--- src/rtl/alu_share_arbiter.sv ---
// Two-requester valid/ready front end for one shared external ALU: arbitrate, register operands, hold result.
// Define ALU_ARB_FIXED_PRIO_EN to make req0 always win ties; otherwise ties alternate round-robin.
module alu_share_arbiter #(
  parameter int DATA_WIDTH    = 32,
  parameter int OPCODE_LENGTH = 4
) (
  input  logic                     clk,
  input  logic                     rst_n,

  input  logic                     req0_valid,
  output logic                     req0_ready,
  input  logic [OPCODE_LENGTH-1:0] req0_op,
  input  logic [DATA_WIDTH-1:0]    req0_a,
  input  logic [DATA_WIDTH-1:0]    req0_b,

  input  logic                     req1_valid,
  output logic                     req1_ready,
  input  logic [OPCODE_LENGTH-1:0] req1_op,
  input  logic [DATA_WIDTH-1:0]    req1_a,
  input  logic [DATA_WIDTH-1:0]    req1_b,

  output logic                     rsp0_valid,
  input  logic                     rsp0_ready,
  output logic                     rsp1_valid,
  input  logic                     rsp1_ready,
  output logic [DATA_WIDTH-1:0]    rsp_data,

  output logic [DATA_WIDTH-1:0]    alu_srca,
  output logic [DATA_WIDTH-1:0]    alu_srcb,
  output logic [OPCODE_LENGTH-1:0] alu_op,
  input  logic [DATA_WIDTH-1:0]    alu_result,

  output logic                     busy
);

  typedef enum logic [1:0] {
    IDLE = 2'd0,
    EXEC = 2'd1,
    RESP = 2'd2
  } state_t;

  state_t                   state_q;
  logic                     owner_q;
  logic [OPCODE_LENGTH-1:0] op_q;
  logic [DATA_WIDTH-1:0]    a_q;
  logic [DATA_WIDTH-1:0]    b_q;
  logic [DATA_WIDTH-1:0]    rsp_data_q;
  logic                     rsp0_valid_q;
  logic                     rsp1_valid_q;
  logic                     busy_q;

  logic grant;
  logic req_any;
  logic rsp_done;

  assign req_any = req0_valid | req1_valid;

`ifdef ALU_ARB_FIXED_PRIO_EN
  always_comb grant = !req0_valid;
`else
  logic last_grant_q;

  // On a tie the requester not served last time wins.
  always_comb begin
    if (req0_valid && req1_valid) grant = ~last_grant_q;
    else                          grant = !req0_valid;
  end

  always_ff @(posedge clk or negedge rst_n) begin
    if (!rst_n)        last_grant_q <= 1'b1;
    else if (rsp_done) last_grant_q <= owner_q;
  end
`endif

  assign req0_ready = (state_q == IDLE) && req0_valid && !grant;
  assign req1_ready = (state_q == IDLE) && req1_valid &&  grant;
  assign rsp_done   = (state_q == RESP) && (owner_q ? rsp1_ready : rsp0_ready);

  always_ff @(posedge clk or negedge rst_n) begin
    if (!rst_n) begin
      state_q      <= IDLE;
      owner_q      <= 1'b0;
      op_q         <= '0;
      a_q          <= '0;
      b_q          <= '0;
      rsp_data_q   <= '0;
      rsp0_valid_q <= 1'b0;
      rsp1_valid_q <= 1'b0;
      busy_q       <= 1'b0;
    end else begin
      case (state_q)
        IDLE: begin
          if (req_any) begin
            owner_q <= grant;
            op_q    <= grant ? req1_op : req0_op;
            a_q     <= grant ? req1_a  : req0_a;
            b_q     <= grant ? req1_b  : req0_b;
            busy_q  <= 1'b1;
            state_q <= EXEC;
          end
        end
        EXEC: begin
          rsp_data_q   <= alu_result;
          rsp0_valid_q <= !owner_q;
          rsp1_valid_q <=  owner_q;
          state_q      <= RESP;
        end
        RESP: begin
          // Only the owner's ready completes; the other channel's ready is ignored.
          if (rsp_done) begin
            rsp0_valid_q <= 1'b0;
            rsp1_valid_q <= 1'b0;
            busy_q       <= 1'b0;
            state_q      <= IDLE;
          end
        end
        default: state_q <= IDLE;
      endcase
    end
  end

  assign rsp0_valid = rsp0_valid_q;
  assign rsp1_valid = rsp1_valid_q;
  assign rsp_data   = rsp_data_q;
  assign alu_srca   = a_q;
  assign alu_srcb   = b_q;
  assign alu_op     = op_q;
  assign busy       = busy_q;

endmodule
--- config.mk ---
export PLATFORM = sky130hd
export DESIGN_NAME = alu_share_arbiter
export DESIGN_NICKNAME = d
export VERILOG_FILES = /design/src/rtl/alu_share_arbiter.sv
export SDC_FILE = /design/constraint.sdc
export NUM_CORES = 1
export LEC_CHECK = 0
export BUFFER_PORTS_ARGS = -buffer_cell sky130_fd_sc_hd__buf_2
export CORE_UTILIZATION = 35
export DETAILED_ROUTE_END_ITERATION = 10
export PLACE_DENSITY = 0.69
export SKIP_LAST_GASP = 1
export SLEW_MARGIN = 20
export SYNTH_ARGS = -nofsm -noshare
export SYNTH_HDL_FRONTEND = slang
export SYNTH_SLANG_ARGS = --single-unit
--- constraint.sdc ---
create_clock -name clk -period 1.5 [get_ports clk]
set_input_delay 0.075 -clock clk [delete_from_list [all_inputs] [get_ports clk]]
set_output_delay 0.075 -clock clk [all_outputs]
set_load 0.02 [all_outputs]
* Word-level counts from Yosys, hierarchy flattened *
Cells that the tools add are included.

storage, ports and cells
  input port bits = 174
  flip-flop bits (word level) = 107
  output and inout bits = 105
  word-level logic and storage cells = 45

operators by class
  bitwise logic cells = 2
  reduce and logical (&&, ||, !) cells = 16
  eq/ne operators = 4
  mux-type cells = 13

operators by type and width
  operator            number
  $mux 32             2
  $logic_and 1x1->1   6
  $pmux 1 s2          3
  $pmux 2 s3          1
  $reduce_and 2->1    3
  $mux 1              4
  $mux 2              2
  $mux 4              1
  $ne 2x2->1 const B  2
  $reduce_bool 2->1   2
  $logic_not 1->1     3
  $reduce_and 3->1    1
  $eq 2x1->1 const B  1
  $eq 2x2->1 const B  1
  $logic_not 2->1     1
  $not 1->1           1
  $or 1x1->1          1

* Longest topological paths before layout *
Gate-level depths: netlist of run 1.

  word-level depth = 4
  gate-level depth with buffers = 7
  gate-level depth less buffers = 3

* Least setup slack after synthesis of run 1 *
Ideal clock, no wire load.

  path kind = register -> register
  start = reg last_grant_q
  end = reg a_q[0], in the netlist alu_srca[0]
  clock period less this slack = 1.492 ns
  setup slack = 0.008 ns
  required time = 1.418 ns
  library setup time = 0.082 ns
  stages on the path, launching flop included = 7
  arrival time = 1.410 ns
  path buffers = 3
  path through = dfstp_2 > nand2b_1 > buf_2 > buf_4 > clkbuf_1 > nand3_1 > a31oi_1

between the ends
  word-level cells in the longest chain between the ends = 3

ends and longest elaborated chain
  item                    RTL line  source
  from (decl)             61        logic last_grant_q;
  from (signal assigned)  71        else if (rsp_done) last_grant_q <= owner_q;
  $not 1->1               65        if (req0_valid && req1_valid) grant = ~last_grant_q;
  $mux 1                  65
  $mux 32                 96        a_q <= grant ? req1_a : req0_a;
  to (signal assigned)    96
  to (decl)               45        logic [DATA_WIDTH-1:0] a_q;

Every way passes these cells.
A chain may end at the register's enable or synchronous reset.

* Final worst setup path of run 1 *
  start = reg last_grant_q
  end = out req1_ready

between the ends
  word-level cells in the longest chain between the ends = 3

ends and longest elaborated chain
  item               RTL line  source
  $not 1->1          65
  $mux 1             65
  $logic_and 1x1->1  76        assign req1_ready = (state_q == IDLE) && req1_valid && grant;
  to (decl)          17        output logic req1_ready,

Every way passes these cells.

==> results.txt, run 1 <==
The residual DRC count is 0. The number of hold violations in the final report is 0. The synthesized area divided by synthesized cell count came out at approximately 10 um2.

Traced cell by cell, the critical path runs through nand2b_4 -> nand2_2 -> and3_4 -> buf_6. The number of max-cap violations came out at 0. The number of antenna violations at the first check in global routing is 0. The netlist area before placement is around 0.005 mm2. The cell leakage power came out at 3.92 nW. Power spread over the standard cell area amounts to between 1500 and 2000 mW/mm2. The sum of negative setup slack came out at 0 ns.

The antenna diode instance count came out at 0. The worst clock skew is between 0.009 and 0.01 ns. The top cell types in the final layout, fill and taps aside, are 275 x sky130_fd_sc_hd__buf_2, 149 x sky130_fd_sc_hd__dlygate4sd3_1, 105 x sky130_fd_sc_hd__dfrtp_1. The total area inside the core boundary comes to between 0.01 and 0.015 mm2. The clock latency on the worst-skew pair came out at roughly 0.34 ns. The total power after layout came out at 16.4 mW. Sequential elements use a little over half of the synthesized area. Synthesis inferred between 100 and 150 register bits. The via count of the first global-routing pass came out at ~5.9k. The library cell used most frequently in the layout, excluding fill and tap cells, is sky130_fd_sc_hd__buf_2. The floorplan die area came out at ~0.015 mm2. The min-delay analysis places its worst path in the category input pin to flip-flop. The number of buffers added by the clock tree synthesis step is 9.

For this run, the number of Yosys warnings is 0. The slowest stage of the critical path is the sky130_fd_sc_hd__dfstp_2 cell. The share of cells above drive strength 1 is between 40% and 50%. The count of TritonRoute iterations in the first routing pass is 5.

The master cell of the clock root buffer is sky130_fd_sc_hd__clkbuf_16. The kind of critical path is flip-flop to output pin. The number of nets in the final layout is approximately 1.1k. The top-level I/O count is 279. The overall global routing resource usage is 25.4%. The number of cells traversed by the worst register-to-register path came out at 4. The effective utilization at floorplan came out at 35.8%. Of the available clock period, the critical path in the final layout requires a little over nine tenths.

Routability-driven placement finished with a final weighted congestion of approximately 0.80. The storage element area came out at approximately 0.0027 mm2. In this run the register-to-register setup slack is between 0.03 and 0.04 ns.

The number of rows in the core area is 43. The worst-case headroom to the max-slew limit came out at roughly two thirds. Summed over all layers, the routed wires come to 19.9 mm. The maximum fanout count along the critical path came out at 3.

The worst register-to-register path begins at state_q[1]. The flow ran to the end, and the final reports show no timing, DRC or antenna violations. The required time of the critical path is approximately 1.4 ns.

The remaining antenna violation count is 0. The number of buffers on the longest clock path came out at 2. Setup repair after global routing could not meet its margin everywhere. The sort of element at the start of the critical path is a flip-flop. TritonCTS built the clock tree.

Static timing analysis puts the maximum clock frequency at around 680 MHz. The worst setup path is captured at an output pin. The clock tree synthesis step divided the H-tree into 3 levels. The number of filler cells placed in the layout is 1066. The DRC marker count from the first detailed-route iteration is 440. The slew of the pin with the lowest slew margin came out at about 0.48 ns. The cell count after synthesis is 500. The via count normalized by instance count came out at about 5.4. For this run, the slowest stage of the critical path takes around 0.54 ns. The number of endpoints failing setup at the final stage came out at 0. Summed over all nets, the half-perimeter wirelength after detailed placement is 10.4 mm. For the worst setup path, the data arrival time is 1.39 ns.

The post-synth net total came out at about 670. The global-route wire length before repair came out at around 29 mm. The combined area of the multi-input logic cells is 0.00203 mm2. The final number of max-transition violations is 0. The path with the worst hold slack has its endpoint at alu_srca[25].

During placement, the flow inserted port buffers numbering about 280. The total global routing overflow came out at 0. Entering global routing, the biggest net connects 50 pins. The worst hold path passes through 3 cells. The area growth from synthesis to layout is 74.8%.

The shortest clock period the worst path allows after layout is around 1.5 ns. The count of distinct cell types in the synthesized netlist is 28. The worst hold path begins at req0_a[25].

In the post-route analysis, the smallest setup slack over all paths is ~0.036 ns. The worst supply voltage drop on vdd is roughly 830 uV. The post-detailed-route wirelength per cell is ~18 um. The die height is between 100 and 150 um. From left edge to right edge, the die measures 121 um. The CTS sink count came out at between 100 and 150. Clock-pin slew was measured on the worst setup and hold paths at roughly 0.08 ns. The destination of the worst register-to-register timing path is rsp_data[1]. OpenSTA, run right after detailed placement, puts the worst setup slack at approximately 0.11 ns. The number of vias after detailed routing came out at around 6k.
-- state kept, by name, indices dropped and copies added (netlist names), 2 cells and up --
signal,count
rsp_data,32
alu_srca,32
alu_srcb,32
alu_op,4
state_q,2
-- through the flow --
step	hold slack [ns]	instances	cell area, um2	util (%)
6_report	0.0194	1100	8680	62.5
5_1_grt	0.0135	1100	8680	62.5
4_1_cts	0.00221	1094	8500	61.2
3_5_place_dp	0.0417	922	6610	47.6
3_3_place_gp	0.0383	922	6610	47.6
2_1_floorplan	-0.221	500	4970	-
-- worst max-delay path: cells and delay by family (launching register included) --
| family | cells | cell delay (ns) |
|---|---|---|
| buf+inv | 1 | 0.13 |
| simple gates | 3 | 0.38 |
| flops | 1 | 0.54 |
-- worst max path at each step --
| stage | start | to | slack [ns] |
|---|---|---|---|
| after global placement | state_q[1] | req1_ready | 0.13 |
| final | last_grant_q | req1_ready | 0.04 |
| after global routing | last_grant_q | req0_ready | -0.03 |
| after detailed placement | last_grant_q | alu_srcb[16] | 0.11 |
| after floorplan | last_grant_q | alu_srca[0] | 0.008 |
| after CTS | last_grant_q | alu_srcb[16] | -0.0006 |
-- area by class of cell --
| type | count | share of cell area (%) |
|---|---|---|
| multi-input cells | 333 | 23.4 |
| inverters | 2 | 0.0865 |
| clock inverters | 7 | 0.850 |
| clock buffers | 9 | 2.59 |
| repair buffers | 462 | 39.6 |
| flip-flops and latches | 107 | 30.9 |
| well taps | 180 | 2.59 |
-- power breakdown --
part / switching (mW) / internal, mW
sequential: 0.807 / 4.37
clock: 1.12 / 1.31
combinational: 5.06 / 3.73
-- kinds of logic after synthesis --
kind of cell    synth area share (%)
simple gates                    8.87
mux                             7.46
flops                           53.9
buf+inv                         6.15
compound gates                  23.6
-- repair_timing --
action | 4_1_cts | 5_1_grt
hold buffers | 149 | 0
hold endpoints to repair | 143 | 0
gates cloned | 1 | 6
pin swaps | 1 | 1
buffers inserted | 6 | 0
gates resized for setup | 8 | 61
endpoints found under the setup margin | 2 | 67
-- routing by layer --
metal / up-vias / track usage, % / wire length, um / part of all wire, %
met2: 369 / 43.4 / 9730 / 49
met1: 2861 / 29.3 / 7740 / 39
met5: - / 0 / 0 / 0
met3: 67 / 5.26 / 1590 / 8.0
li1: 2693 / - / - / -
met4: 0 / 15.0 / 814 / 4.1
-- cell usage after synthesis --
| master | count | area (um2) |
|---|---|---|
| sky130_fd_sc_hd__buf_2 | 10 | 50.1 |
| sky130_fd_sc_hd__a221oi_1 | 1 | 8.76 |
| sky130_fd_sc_hd__inv_2 | 1 | 3.75 |
| sky130_fd_sc_hd__mux2i_1 | 1 | 10.0 |
| sky130_fd_sc_hd__nand3_1 | 68 | 340 |
| sky130_fd_sc_hd__a311oi_1 | 1 | 8.76 |
| sky130_fd_sc_hd__and2_1 | 1 | 6.26 |
| sky130_fd_sc_hd__or2_2 | 1 | 6.26 |
| sky130_fd_sc_hd__clkbuf_1 | 38 | 143 |
| sky130_fd_sc_hd__nand2b_1 | 3 | 18.8 |
| sky130_fd_sc_hd__and2b_1 | 1 | 7.51 |
| sky130_fd_sc_hd__and3_1 | 1 | 6.26 |
| sky130_fd_sc_hd__a21o_1 | 2 | 15.0 |
| sky130_fd_sc_hd__dfstp_2 | 1 | 26.3 |
| sky130_fd_sc_hd__nor2_1 | 3 | 11.3 |
| sky130_fd_sc_hd__a21oi_1 | 73 | 365 |
| sky130_fd_sc_hd__a31oi_1 | 68 | 425 |
| sky130_fd_sc_hd__nor2b_1 | 3 | 18.8 |
| sky130_fd_sc_hd__dfrtp_1 | 106 | 2650 |
| sky130_fd_sc_hd__inv_1 | 1 | 3.75 |
| sky130_fd_sc_hd__o22a_1 | 1 | 8.76 |
| sky130_fd_sc_hd__buf_4 | 2 | 15.0 |
| sky130_fd_sc_hd__nand2_1 | 3 | 11.3 |
| sky130_fd_sc_hd__buf_6 | 8 | 90.1 |
| sky130_fd_sc_hd__mux2_2 | 32 | 360 |
| sky130_fd_sc_hd__or2_1 | 1 | 6.26 |
| sky130_fd_sc_hd__nand3b_1 | 1 | 7.51 |
| sky130_fd_sc_hd__o21ai_0 | 68 | 340 |
(Power assumes the default switching activity.)
==> inputs of run 2 (changes only) <==
PLACE_DENSITY = 0.67   (was 0.69)
clock period = 1.6 ns   (was 1.5 ns; I/O delays follow)
==> results.txt, run 2 (synthesis gave the netlist of run 1 again) <==
The overall global routing resource usage is about 23%. The data arrival time of the worst path is ~1.4 ns. Tracing the worst setup path back leads to its startpoint at last_grant_q.

The worst supply voltage drop on vdd came out at about 750 uV. The floorplan die area came out at 0.0147 mm2. The number of rows in the core area came out at 43. The share of power burned in combinational logic came out at about half. The number of buffers added by the clock tree synthesis step is 9. TritonCTS built the clock tree. Setup repair after global routing left no endpoint under its margin.

The master cell of the clock root buffer is sky130_fd_sc_hd__clkbuf_16. The path type of the worst min-delay path is input pin to flip-flop. The net switching fraction of the power came out at approximately 43%. The cell leakage power is approximately 3.6 nW.

The remaining antenna violation count came out at 0. The number of cells traversed by the worst register-to-register path is 4. Of all nets on the critical path, the largest fanout is 3. Using the TritonRoute via totals, the vias-per-cell ratio works out to ~5.3. The slack of the worst reg-to-reg path came out at approximately 0.090 ns. The H-tree depth is 3. In the layout the commonest cells are 276 x sky130_fd_sc_hd__buf_2, 104 x sky130_fd_sc_hd__dfrtp_1, 99 x sky130_fd_sc_hd__dlygate4sd3_1.

The maximum clock frequency is 657 MHz. Entering global routing, the biggest net connects ~110 pins. STA classifies the critical path endpoint as an output pin. The clock network power share is 14.4%. The run finished with clean final reports.

Clock-pin slew was measured on the worst setup and hold paths at 0.07 ns. The area inside the core boundary came out at approximately 0.014 mm2. The destination of the worst register-to-register timing path is alu_srca[15]. The startpoint identified for the worst register-to-register timing path is last_grant_q.

The shortest clock period the worst path allows after layout is ~1.5 ns. The CTS sink count came out at approximately 110. The power share of the sequential group is between 30 and 40%. The horizontal extent of the die came out at 121 um. The worst setup path is launched from a flip-flop. The most critical setup path has its endpoint at req1_ready.

The pre-CTS setup slack came out at between 0.15 and 0.2 ns. For this design the ratio of total power to cell area is 1830 mW/mm2. The placer congestion estimate is approximately 0.78. The slew of the pin with the lowest slew margin is 0.730 ns.

The number of hold violations in the final report is 0. In this run the tool buffered the top-level ports with between 200 and 300 buffer cells. Measured along the y axis, the die boundary spans 121 um. The count of TritonRoute iterations in the first routing pass is 5. In this run the deepest clock path goes through 2 buffers. The number of filler cells placed in the layout is 1220. The share of cells above drive strength 1 came out at between 40 and 50%. The effective utilization at floorplan is a little over a third. The layout-stage area growth over the synthesis result came out at 58.6%.

The total overflow left after global routing is 0. The number of nets in the final layout is between 1k and 1.5k. After detailed routing, the number of remaining DRC violations is 0. Summed over all layers, the routed wires come to ~17 mm. The required time of the critical path came out at ~1.5 ns. After detailed routing, the average wire length per cell comes to about 16 um. In this run the count of I/O pins placed on the die edge is roughly 280. The post-detailed-placement half-perimeter wirelength came out at between 9 and 10 mm. The kind of critical path is flip-flop to output pin.

Leaving out fill and tap cells, the most frequent cell in the layout is sky130_fd_sc_hd__buf_2. The first global-routing pass estimated approximately 26 mm of wire. Clock latency on the worst-skew pair, taken at its later pin, is between 0.3 and 0.4 ns. Across the run, the number of max-cap violations was 0.

The number of endpoints failing setup at the final stage came out at 0. The net switching power of the design is roughly 6.1 mW. The final number of max-transition violations came out at 0. The DRC marker count from the first detailed-route iteration came out at 317. For the final routed database, the setup TNS stands at 0 ns. Headroom to the max-slew limit came out at between 50% and 60%. Once routing completed, OpenROAD measured the worst setup slack at roughly 0.078 ns. The design internal power came out at just over 8 mW. The number of vias after detailed routing came out at ~5.5k. The worst path uses 95.1% of the clock period. The via count of the first global-routing pass is approximately 5.4k.

The number of antenna violations at the first check in global routing is 1. The worst clock skew is 0.0130 ns.
## run 2: cell count changes in the layout (fill, tap and decap cells not counted), moves of 2 or more
cell                            delta
sky130_fd_sc_hd__o21ai_0          +52
sky130_fd_sc_hd__dlygate4sd3_1    -50
sky130_fd_sc_hd__o21ai_1          -49
sky130_fd_sc_hd__buf_4             -7
sky130_fd_sc_hd__clkbuf_16         -6
sky130_fd_sc_hd__inv_6             -3
sky130_fd_sc_hd__o21ai_2           -3
sky130_fd_sc_hd__buf_12            -2
sky130_fd_sc_hd__buf_6             -2
sky130_fd_sc_hd__clkinvlp_4        +2
## run 2: worst max-delay path, cell delays in order, from the launching register on
cell	delay, ns
sky130_fd_sc_hd__dfstp_2	0.55
sky130_fd_sc_hd__nand2b_4	0.12
sky130_fd_sc_hd__nand2_1	0.09
sky130_fd_sc_hd__and3_1	0.17
sky130_fd_sc_hd__clkbuf_4	0.17
## run 2: area by class of cell
cell class / instances / area (um2) / area share, %
Timing Repair Buffer: 397 / 2690 / 34.1
Inverter: 2 / 7.51 / 0.0953
Clock inverter: 4 / 27.5 / 0.349
Sequential cell: 107 / 2680 / 34.0
Clock buffer: 11 / 243 / 3.08
Antenna cell: 1 / 2.50 / 0.0318
Tap cell: 180 / 225 / 2.86
Multi-Input combinational cell: 333 / 2000 / 25.4
## run 2: power groups by stage
| stage | clock network, mW | logic (mW) | registers [mW] |
|---|---|---|---|
| 3_5_place_dp | 0 | 7.04 | 4.88 |
| 2_1_floorplan | 0 | 2.97 | 6.45 |
| 5_1_grt | 2.26 | 8.05 | 5.06 |
| 4_1_cts | 2.14 | 7.42 | 4.87 |
| 6_report | 2.07 | 7.46 | 4.88 |
| 3_3_place_gp | 0 | 6.96 | 4.86 |
## run 2: timing repair
item | 4_1_cts | 5_1_grt
setup endpoints to repair | 2 | 1
hold endpoints to repair | 189 | 0
pin swaps | 1 | 1
hold buffers | 99 | 0
buffers inserted | 3 | 2
gates resized for setup | 3 | 1
gates cloned | 1 | 0
## run 2: metrics by stage
step	utilization, %	hold WS (ns)	power (mW)	instances	instance area (um2)
after global placement	47.1	0.206	11.8	914	6530
after global routing	56.7	0.00963	15.4	1034	7880
after CTS	56.6	0.000478	14.4	1032	7860
after floorplan	-	-0.216	9.42	500	4970
final	56.8	0.0145	14.4	1035	7880
after detailed placement	47.1	0.206	11.9	914	6530
## run 2: layer usage
layer  routed length [um]  track usage, %  share of wire (%)  vias up
met1                 6870            27.7                 41     2604
li1                     -               -                  -     2554
met4                  641            12.0                3.8        0
met5                    0               0                  0        -
met3                 1220            4.75                7.2       52
met2                 8170            37.7                 48      269
## run 2: how the worst min path moves through the flow
stage	cells past startpoint	startpoint	to
after floorplan	0	rst_n	alu_op[0]
after global placement	2	rst_n	alu_srcb[1]
after detailed placement	2	rst_n	alu_srcb[1]
after CTS	3	req0_b[31]	alu_srcb[31]
after global routing	3	req0_a[13]	alu_srca[13]
final	3	req0_a[5]	alu_srca[5]
==> inputs of run 3 (changes only) <==
PLACE_DENSITY = 0.72   (was 0.67)
==> results.txt, run 3 (synthesis gave the netlist of run 1 again) <==
The placed cell area came out at between 0.006 and 0.007 mm2. The maximum fanout count along the critical path is 12. The horizontal extent of the die came out at roughly 120 um. The slew of the pin with the lowest slew margin came out at ~0.75 ns.

0 antenna diodes ended up in the layout. The floorplan die area came out at between 0.01 and 0.015 mm2. STA classifies the critical path startpoint as a flip-flop. The final number of max-transition violations came to 0.

The clock transition at the registers of the reported paths is 0.08 ns. The end-of-flow core utilization came out at around 58%. The critical path is of the flip-flop to output pin type. The library cell used most frequently in the layout, excluding fill and tap cells, is sky130_fd_sc_hd__buf_2. The number of endpoints failing setup at the final stage came out at 0. For the worst-skew pair, the clock arrives at the later sink with an insertion delay of ~0.35 ns. After detailed routing, the number of vias per cell comes to between 5 and 6. The path class of the tightest hold or removal check is input pin to flip-flop. The maximum clock frequency came out at around 650 MHz. Power spread over the standard cell area amounts to 1840 mW/mm2.

For this configuration, the core starts out at a cell density of ~36%. The end of the worst hold path is alu_srca[6]. The cell family contributing the most delay on the critical path is flip-flops.

TritonCTS built the clock tree. The post-detailed-route wirelength per cell is about 17 um. The destination of the worst register-to-register timing path is alu_srca[4]. The number of antenna violations at the first check in global routing is 0. The worst register-to-register path begins at state_q[0]. The number of max-cap violations came out at 0.

The number of buffers on the longest clock path came out at 2. The number of rows in the core area came out at 43. The die height is about 120 um.

The slowest stage of the critical path is the sky130_fd_sc_hd__dfrtp_2 cell. ~280 I/O pins were placed. The maximum number of pins on one net before global-route repair came out at ~110. The post-detailed-routing wire length is 17.8 mm.

The count of TritonRoute iterations in the first routing pass came out at 7. The remaining antenna violation count is 0. The worst stage delay on the critical path came out at 0.47 ns. STA classifies the critical path endpoint as an output pin. The summed area of non-filler cells in the final layout came out at approximately 0.0080 mm2. The overall global routing resource usage came out at around a quarter.

The period utilization came out at between 90% and 100%. The total power after layout is between 10 and 15 mW. The placer congestion estimate came out at 0.777. The via count of the first global-routing pass came out at approximately 5.5k. The number of buffers and inverters on the critical path is 2. The critical path goes through nor2_4 -> buf_12 -> and3_1 -> buf_2. The CTS sink count is 107.

The layout-stage area growth over the synthesis result is 61.3%. The total global routing overflow came out at 0. The cell leakage power came out at ~3.6 nW. The run finished with clean final reports.

The worst hold path begins at req1_a[6]. The data arrival time of the worst path is roughly 1.5 ns. The slack of the worst reg-to-reg path is around 0.11 ns.

The share of cells above drive strength 1 is between 40% and 50%. The residual DRC count came out at 0. The worst hold path depth is 3. The DRC marker count from the first detailed-route iteration is approximately 350. The number of I/O port buffers came out at 278. The area inside the core boundary is between 0.01 and 0.015 mm2. The routed design could run at a clock period as short as 1.54 ns. The number of nets in the final layout came out at about 1.0k.

The H-tree depth came out at 3. The sum of negative setup slack came out at 0 ns. Counting the buffers created by CTS gives 9. For the worst setup path, the data required time is 1.52 ns.

Summing over every cut layer, the via total after detailed routing is about 5.6k. The worst supply voltage drop on vdd came out at approximately 760 uV. The post-detailed-placement half-perimeter wirelength is between 9 and 10 mm. The first global-routing pass estimated about 27 mm of wire. The worst clock skew is around 0.01 ns. The worst-case headroom to the max-slew limit came out at about 50%.

The tree is rooted in a sky130_fd_sc_hd__clkbuf_16. The number of cells traversed by the worst register-to-register path is 5. The number of hold violations in the final report is 0.

The number of filler cells placed in the layout came out at 1168. The top cell types in the final layout, fill and taps aside, are 276 x sky130_fd_sc_hd__buf_2, 107 x sky130_fd_sc_hd__dlygate4sd3_1, 104 x sky130_fd_sc_hd__dfrtp_1.
-- run 3: changes by cell type in the layout (fill, tap and decap cells not counted), sizes merged --
| cell | previous run | this run |
|---|---|---|
| dlygate4sd3 | 99 | 107 |
| clkinv | 1 | 2 |
| inv | 2 | 3 |
| clkinvlp | 3 | 1 |
| bufinv | 0 | 1 |
| diode | 1 | 0 |
-- run 3: repair_timing --
action / CTS / global route
gates resized for setup: 3 / 3
endpoints found under the hold margin: 193 / 0
pin swaps: 1 / 1
setup endpoints to repair: 2 / 2
buffers inserted: 1 / 3
cloned: 1 / 1
hold buffers: 107 / 0
-- run 3: power by group --
part | leakage (nW) | switching (mW) | internal, mW
Sequential | 1.21 | 0.767 | 4.10
Clock | 0.146 | 1.01 | 1.26
Combinational | 2.26 | 4.46 | 3.12
Total | 3.62 | 6.24 | 8.49
-- run 3: how the worst max path moves through the flow --
stage	from	cells after the start	end	slack (ns)
3_3_place_gp	state_q[0]	3	rsp_data[19]	0.19
3_5_place_dp	req0_valid	5	alu_srcb[30]	0.14
4_1_cts	state_q[0]	4	req1_ready	0.01
2_1_floorplan	last_grant_q	6	alu_srca[0]	0.11
5_1_grt	state_q[0]	4	req1_ready	-0.0002
6_report	state_q[0]	4	req1_ready	0.06
-- run 3: layer usage --
| layer | wire length (um) | vias to the layer above | share of wire [%] | global-route usage (%) |
|---|---|---|---|---|
| met5 | 0 | - | 0 | 0 |
| met4 | 644 | 0 | 3.6 | 12.7 |
| met3 | 1460 | 45 | 8.2 | 4.51 |
| met2 | 8580 | 340 | 48 | 40.0 |
| met1 | 7090 | 2616 | 40 | 28.6 |
| li1 | - | 2571 | - | - |
-- run 3: layout make-up --
class / count / area (um2) / area share, %
tap: 180 / 225 / 2.81
clock inverter: 5 / 60.1 / 0.750
sequential: 107 / 2680 / 33.5
multi-input combinational: 333 / 2010 / 25.1
timing repair buffer: 405 / 2790 / 34.8
inverter: 2 / 7.51 / 0.0937
clock buffer: 11 / 243 / 3.03
-- run 3: metrics by stage --
stage,worst slack [ns],instances,hold WS (ns)
after CTS,0.0110,1039,0.000127
after global placement,0.186,914,0.203
after floorplan,0.108,500,-0.216
after detailed placement,0.137,914,0.203
after global routing,-0.000247,1043,0.00442
final,0.0557,1043,0.0130
-- run 3: worst register-to-register path, cell delays in order, from the launching register on --
cell and delay, ns:
sky130_fd_sc_hd__dfrtp_2 0.47, sky130_fd_sc_hd__nor2_4 0.18, sky130_fd_sc_hd__buf_4 0.15, sky130_fd_sc_hd__and2_2 0.20, sky130_fd_sc_hd__buf_12 0.21, sky130_fd_sc_hd__a31oi_1 0.16
